`config.mk`:
```
export PLATFORM = sky130hd
export DESIGN_NAME = muldiv_unit
export DESIGN_NICKNAME = d
export VERILOG_FILES = /design/src/rtl/muldiv_unit.sv
export SDC_FILE = /design/constraint.sdc
export NUM_CORES = 1
export LEC_CHECK = 0
export CAP_MARGIN = 10
export CORE_MARGIN = 2
export CORE_UTILIZATION = 35
export DETAILED_ROUTE_END_ITERATION = 8
export PLACE_DENSITY = 0.56
export SLEW_MARGIN = 10
export SYNTH_ARGS = -nofsm -noshare
export SYNTH_HDL_FRONTEND = slang
export SYNTH_SLANG_ARGS = --single-unit
```
`constraint.sdc`:
```
create_clock -name Clk -period 4.3 [get_ports Clk]
set_input_delay 0.86 -clock Clk [delete_from_list [all_inputs] [get_ports Clk]]
set_output_delay 0.86 -clock Clk [all_outputs]
set_load 0.05 [all_outputs]
```
`src/rtl/muldiv_unit.sv`:
```
// muldiv_unit: multicycle signed/unsigned multiply and divide with private
// HI/LO registers, driven over a start/busy/done handshake.
// Multiply is shift-add (LSB first), divide is restoring (MSB first). Both
// work on unsigned magnitudes, and the recorded signs are applied in FIX.
module muldiv_unit #(
  parameter int WIDTH = 32
) (
  input  logic             Clk,
  input  logic             reset,
  input  logic             start,
  input  logic [2:0]       op,
  input  logic [WIDTH-1:0] oper_A,
  input  logic [WIDTH-1:0] oper_B,
  output logic             busy,
  output logic             done,
  output logic             div_zero,
  output logic [WIDTH-1:0] hi,
  output logic [WIDTH-1:0] lo
);

  localparam int CW = $clog2(WIDTH);

  localparam logic [2:0] OP_MULT  = 3'b000;
  localparam logic [2:0] OP_MULTU = 3'b001;
  localparam logic [2:0] OP_DIV   = 3'b010;
  localparam logic [2:0] OP_DIVU  = 3'b011;
  localparam logic [2:0] OP_MTHI  = 3'b100;
  localparam logic [2:0] OP_MTLO  = 3'b101;

  typedef enum logic [1:0] {IDLE, MUL, DIV, FIX} state_t;

  state_t          state;
  logic [CW-1:0]   cnt;
  // Multiply: opnd = multiplicand magnitude, shreg = multiplier shifting out
  // LSB first while product low bits shift in from the top.
  // Divide: opnd = divisor magnitude, shreg = dividend shifting out MSB
  // first while quotient bits shift in from the bottom.
  logic [WIDTH-1:0] opnd;
  logic [WIDTH-1:0] shreg;
  logic [WIDTH:0]   acc;
  logic             neg_q;
  logic             neg_r;
  logic             is_div;

  logic             a_neg;
  logic             b_neg;
  logic [WIDTH-1:0] a_mag;
  logic [WIDTH-1:0] b_mag;
  logic [WIDTH:0]   mul_sum;
  logic [WIDTH+1:0] div_shift;
  logic [WIDTH+1:0] div_diff;
  logic [2*WIDTH-1:0] prod;
  logic [2*WIDTH-1:0] prod_fix;
  logic [WIDTH-1:0] quo_fix;
  logic [WIDTH-1:0] rem_fix;

  // Operand magnitudes, one iteration step of each algorithm, and sign fixup
  always_comb begin
    a_neg     = (op == OP_MULT || op == OP_DIV) && oper_A[WIDTH-1];
    b_neg     = (op == OP_MULT || op == OP_DIV) && oper_B[WIDTH-1];
    a_mag     = a_neg ? (-oper_A) : oper_A;
    b_mag     = b_neg ? (-oper_B) : oper_B;
    mul_sum   = acc + (shreg[0] ? {1'b0, opnd} : '0);
    div_shift = {acc, shreg[WIDTH-1]};
    div_diff  = div_shift - {2'b00, opnd};
    prod      = {acc[WIDTH-1:0], shreg};
    prod_fix  = neg_q ? (-prod) : prod;
    quo_fix   = neg_q ? (-shreg) : shreg;
    rem_fix   = neg_r ? (-acc[WIDTH-1:0]) : acc[WIDTH-1:0];
  end

  // Control FSM, datapath registers and registered outputs
  always_ff @(posedge Clk) begin
    if (!reset) begin
      state    <= IDLE;
      cnt      <= '0;
      opnd     <= '0;
      shreg    <= '0;
      acc      <= '0;
      neg_q    <= 1'b0;
      neg_r    <= 1'b0;
      is_div   <= 1'b0;
      busy     <= 1'b0;
      done     <= 1'b0;
      div_zero <= 1'b0;
      hi       <= '0;
      lo       <= '0;
    end else begin
      done <= 1'b0;
      case (state)
        IDLE: begin
          if (start) begin
            case (op)
              OP_MULT, OP_MULTU: begin
                opnd     <= a_mag;
                shreg    <= b_mag;
                acc      <= '0;
                neg_q    <= a_neg ^ b_neg;
                neg_r    <= 1'b0;
                is_div   <= 1'b0;
                cnt      <= '0;
                busy     <= 1'b1;
                div_zero <= 1'b0;
                state    <= MUL;
              end
              OP_DIV, OP_DIVU: begin
                if (oper_B == '0) begin
                  div_zero <= 1'b1;
                  done     <= 1'b1;
                end else begin
                  opnd     <= b_mag;
                  shreg    <= a_mag;
                  acc      <= '0;
                  neg_q    <= a_neg ^ b_neg;
                  neg_r    <= a_neg;
                  is_div   <= 1'b1;
                  cnt      <= '0;
                  busy     <= 1'b1;
                  div_zero <= 1'b0;
                  state    <= DIV;
                end
              end
              OP_MTHI: begin
                hi       <= oper_A;
                done     <= 1'b1;
                div_zero <= 1'b0;
              end
              OP_MTLO: begin
                lo       <= oper_A;
                done     <= 1'b1;
                div_zero <= 1'b0;
              end
              default: ;
            endcase
          end
        end
        MUL: begin
          // acc never exceeds WIDTH bits here, so its top bit is always 0
          acc   <= {1'b0, mul_sum[WIDTH:1]};
          shreg <= {mul_sum[0], shreg[WIDTH-1:1]};
          cnt   <= cnt + 1'b1;
          if (cnt == CW'(WIDTH - 1)) begin
            cnt   <= '0;
            state <= FIX;
          end
        end
        DIV: begin
          if (!div_diff[WIDTH+1]) begin
            acc   <= div_diff[WIDTH:0];
            shreg <= {shreg[WIDTH-2:0], 1'b1};
          end else begin
            acc   <= div_shift[WIDTH:0];
            shreg <= {shreg[WIDTH-2:0], 1'b0};
          end
          cnt <= cnt + 1'b1;
          if (cnt == CW'(WIDTH - 1)) begin
            cnt   <= '0;
            state <= FIX;
          end
        end
        FIX: begin
          if (is_div) begin
            lo <= quo_fix;
            hi <= rem_fix;
          end else begin
            hi <= prod_fix[2*WIDTH-1:WIDTH];
            lo <= prod_fix[WIDTH-1:0];
          end
          busy  <= 1'b0;
          done  <= 1'b1;
          state <= IDLE;
        end
        default: state <= IDLE;
      endcase
    end
  end

endmodule

```
==> flow_metrics.tcl <==
set metrics [dict create \
    cts_setup_buffers 0 \
    synth_ff_type "dfxtp_1" \
    coreArea_mm2 0.0411 \
    first_pass_iters 6 \
    numCtsBuffers 17 \
    synth_top_family_by_area "compound AO/OA/AOI/OAI gates" \
    synth_area_mm2 0.0147 \
    cpPeakStageDelay_ns 0.77 \
    gp_congestion 0.990 \
    crit_path_top_delay_cell "o22ai_4" \
    fp.dieH_um 209 \
    overflow 0 \
    finalPower_mw 9.65 \
    initial_core_util 0.356 \
    cts_sinks 174 \
    cts-resized-gates 0 \
    syn_to_final_growth_pct 19.6 \
    yosys.area_share.adder 0.0702 \
    antenna_found_initial 0 \
    rsz0062_at_grt "false" \
    cpLargestDelayFamily "compound AO/OA/AOI/OAI gates" \
    synth_edf_count 0 \
    synth_simple_gate_area_share 0.205 \
    clkLatencyLatePin_ns 0.46 \
    cts_hold_buf 0 \
    worstPathMaxFanout 24 \
    synth_top_area_cell "dfxtp_1" \
    synth_xor_area_frac 0.106 \
    netlist_top_cells_area "dfxtp_1 (24%), a21oi_1 (7.4%), ha_1 (6.7%), nor2_1 (6.3%), xor2_1 (6.0%)" \
    num_io_pins 137 \
    synth_common_cells "nor2_1 (245), a21oi_1 (216), dfxtp_1 (174)" \
    finalCriticalPeriod_ns 3.96 \
    fin_tns_setup_ns 0 \
    clkTransAtPathRegs_ns 0.07 \
    required_ns 4.68 \
    syn_nets 2166 \
    syn_avg_cell_area_um2 7.27 \
    diodes 0 \
    dp_hpwl_um 48900 \
    grt_pass1_wl_um 91800 \
    power.leakage_nw 6.83 \
    place_area_mm2 0.0170 \
    synth.top_cell.area_share 0.238 \
    finalSetupViolCount 0 \
    synthCells 2015 \
    worst_slew_pin_slew_ns 0.952 \
    rows 74 \
    drt_iter0_drc 1969 \
    cts_max_path_buffers 2 \
    clockRootBuffer "clkbuf_16" \
    grt_use_total 0.277 \
    async_flop_share 0 \
    wire_per_inst_um 23.1 \
    drc 0 \
    max-slew-margin-rel 0.365 \
    grt_max_degree 60 \
    nNetsFinal 2284 \
    worst-path-buf-inv 2 \
    vias 16015 \
    worst-setup-path-type "flop to flop" \
    port-buffer-count 136 \
    synthMuxAreaShare 0.0318 \
    finalClockSkew_ns 0.0129 \
    fin_crit_sh 0.920 \
    yosysSeqAreaShare 0.238 \
    ys_seq_elements 174 \
    synth_compound_area_frac 0.296 \
    ant_nets 0 \
    slew_violations 0 \
    htree_levels 4 \
    hold_path.class "flop to flop" \
    dieArea_mm2 0.0435 \
    p_per_area_mw_per_mm2 551 \
    reg2reg_slack_ns 0.34 \
    final_layout_size_suffix_gt1_frac 0.0779 \
    startpoint_type "flop" \
    grt_pass1_vias 14753 \
    ys_warn_count 0 \
    cts_tree "built" \
    cp-end-kind "flop" \
    hold_violations 0 \
    ir_worst_vdd_v 0.000271 \
    fin_area_mm2 0.0175 \
    vias_per_cell 5.98 \
    synth.distinct_cells 73 \
    cap_violations 0 \
    drt-total-wl_um 61700 \
    yosysMostFrequentCell "nor2_1" \
    die_w_um 209 \
    worstPathArrival_ns 4.34 \
    status "finished clean" \
    fmax_mhz 253 \
    path_cells "inv_1 > ha_1 > nor2b_1 > o2111ai_1 > a211o_1 > a31oi_1 > nor4b_1 > o22ai_4 > buf_4 > and2_1 > a22oi_1 > o211ai_1" \
]
-- worst min-delay path, delay by kind of cell (launching register included) --
kind             cells  cell delay [ns]
AO/OA/AOI/OAI        1             0.05
AND/OR/NAND/NOR      1             0.05
flip-flops           1             0.31
-- stage by stage --
stage                     setup WS, ns  hold slack [ns]  instances   util
after floorplan                  0.906            0.432       2015      -
after detailed placement         0.157            0.445       2646  0.413
after global placement           0.377            0.443       2646  0.413
after global routing             0.158            0.481       2676  0.426
after CTS                        0.429            0.454       2676  0.426
final                            0.344            0.453       2676  0.426
-- routing by layer --
layer  track usage  routed length (um)
met5             0                   0
met4         0.107                2210
met3        0.0341                4850
met2         0.434               27200
met1         0.387               27500
-- state kept, by name (all words and copies together) (netlist names) --
signal,count
neg_q,1
done,1
shreg,32
busy,1
acc,33
lo,32
hi,32
is_div,1
opnd,32
state,2
div_zero,1
cnt,5
neg_r,1
-- cells by family after synthesis --
kind of cell	after synthesis
AOI/OAI and AO/OA	681
muxes	46
DFF	174
and+or+nand+nor	652
adders and majority gates	81
buffers and inverters	204
xor gates and xnor gates	177
-- cell type report --
class | count | area, um2
flip-flops and latches | 174 | 3480
inverters | 67 | 253
clock buffers | 20 | 457
clock inverters | 10 | 106
fillers | 4236 | 23600
repair buffers | 236 | 2120
multi-input cells | 1637 | 10400
well taps | 532 | 666
-- where the power goes --
group	internal, mW	switching, mW
clock	0.834	0.735
sequential	1.89	0.406
combinational	2.08	3.70
-- path summary, 6_finish.rpt --
path | from | endpoint | depth (start not counted)
min | opnd[5]$_SDFFE_PN0P_ | opnd[5]$_SDFFE_PN0P_ | 2
max | opnd[1]$_SDFFE_PN0P_ | acc[25]$_SDFFE_PN0P_ | 12
max reg2reg | opnd[1]$_SDFFE_PN0P_ | acc[25]$_SDFFE_PN0P_ | 12
min reg2reg | opnd[5]$_SDFFE_PN0P_ | opnd[5]$_SDFFE_PN0P_ | 2
-- placed cells by master, fill, tap and decap left out, drive strengths merged, types with 17 or more instances in the layout --
cell           netlist  final
nand2              167    167
xor2               100    100
nor2               245    245
or3                 17     17
mux2i               41     41
o31ai               34     34
buf                 15    101
o21ai              152    152
clkbuf             122     20
nand3               50     50
a21oi              216    216
a21o                23     23
dfxtp              174    174
a211oi              64     64
xnor2               77     77
clkdlybuf4s50        0    135
ha                  79     79
inv                 67     70
a222oi              19     19
a31oi               18     18
a221oi              18     18
nor3                47     47
o211ai              30     30
or4                 19     19
nand4               20     20
(Power assumes the default switching activity.)
==> edit (config.mk and constraints unchanged) <==
Reset style: asynchronous (`reset`), changed in one clocked block.
--- a/src/rtl/muldiv_unit.sv
+++ b/src/rtl/muldiv_unit.sv
@@ -71,5 +71,5 @@
 
   // Control FSM, datapath registers and registered outputs
-  always_ff @(posedge Clk) begin
+  always_ff @(posedge Clk or negedge reset) begin
     if (!reset) begin
       state    <= IDLE;
Behaviour: not the same (a bounded check fails within 4 cycles, from zero or initial values and one cycle with reset low; the reset may be asserted at any time).
==> edit against the unedited design <==
  * Synthesized area is 6.1% higher
  * Critical endpoint is now acc[28]
  * Design area rose by 4.5%
  * Final cell count grew 2.0%
  * Sequential cell count unchanged
  * Sequential share of layout area rose by 3.9 points
  * Wire length shrank 3.9%
  * Critical path depth is the same
  * Worst setup slack gained 0.096 ns
  * Largest cell class unchanged
  * Power increased by 60%
==> edit: results (changes against the unedited design) <==
stage,metric,value,unit,change
place,dpl_cell_area,0.0178,sq mm,+4.7%
final_layout,final_nets,2276,,-0.35%
critical_path,cp-endpoint,acc[28],,
critical_path,crit_path_max_incr_delay,0.54,ns,-0.23 ns
logic_synthesis,synth_area_leaders,"dfrtp_1 28%, o21ai_0 8.0%, a21oi_1 6.8%, ha_1 6.4%, nand2_1 5.8%",,
place,place_ws,0.196,ns,+0.0387 ns
grt,grt_use_met1,36.1,%,-2.6 points
timing,holdWs,0.476,ns,+0.0225 ns
final_layout,drive_gt1_share,7.76,%,-0.025 points
route,avgViaCountPerCell,5.81,,-2.9%
run_status,status,finished clean,,
critical_path,worstPathArrival,4.18,ns,-0.16 ns
grt,use_met3,3.68,%,+0.27 points
power,peakVddDrop,0.453,mV,+67%
grt,grt_usage,25.3,%,-2.4 points
min_path,holdCritStartpoint,hi[25],,
logic_synthesis,syn_avg_cell_area,7.69,sq um,+5.8%
critical_path,r2r_start,shreg[0],,
logic_synthesis,ys_seq_area_share,28.0,%,+4.2 points
logic_synthesis,async_flop_share,100,%,+100 points
route,vias,15900,,-0.95%
route,m1WireLength,27200,microns,-1.1%
critical_path,cp_max_fo,13,,-46%
critical_path,slowest_stage,o211ai_1,,
place,dpl.hpwl,46900,microns,-4.2%
grt,grt_pass1_vias,14700,,-0.24%
route,met3WireLength,4510,microns,-7.0%
route,wl_per_cell,21.7,microns,-5.8%
logic_synthesis,netlist_top_cells_count,"249 x o21ai_0, 240 x nand2_1, 210 x a21oi_1, 174 x dfrtp_1, 167 x nor2_1",,
power,powerComb,10.7,mW,+85%
place,dpl.cell_count,2698,,+2.0%
timing,relSlewSlack,26.2,%,-10 points
route,drt_first_pass_iters,8,,+2
timing,finalClockSkew,0.0215,ns,+0.00853 ns
power,cellPowerDensity,843,mW/mm^2,+53%
power,pg_clk,1.50,mW,-4%
critical_path,r2r_slack,0.44,ns,+0.10 ns
place,place.gp.congestion,0.937,,-5.3%
route,wl_met2,25600,microns,-5.8%
route,drtIter0Drc,1621,,-18%
==> edit: changes by cell type after synthesis, moves of 50 or more <==
cell | before | now
dfrtp_1 | 0 | 174
a211oi_1 | 64 | 14
nor2_1 | 245 | 167
nand2_1 | 167 | 240
dfxtp_1 | 174 | 0
o21ai_0 | 151 | 249
==> edit: cells by family (layout without fill, tap and decap cells) <==
family,count (synthesis),count (layout),share of synthesized area (%)
AO/OA/AOI/OAI,721,721,28.6
AND/OR/NAND/NOR,648,648,20.1
buffers and inverters,197,313,5.10
flip-flops,174,174,28.0
XOR/XNOR,170,170,9.57
adder cells (fa/ha/maj),81,81,6.61
multiplexers,31,31,2.05
==> edit: cell type report <==
type	instances	area, sq um
Fill cell	4508	25700
Multi-Input combinational cell	1651	10400
Sequential cell	174	4350
Timing Repair Buffer	215	1980
Tap cell	592	741
Clock buffer	21	450
Inverter	66	248
Clock inverter	11	87.6
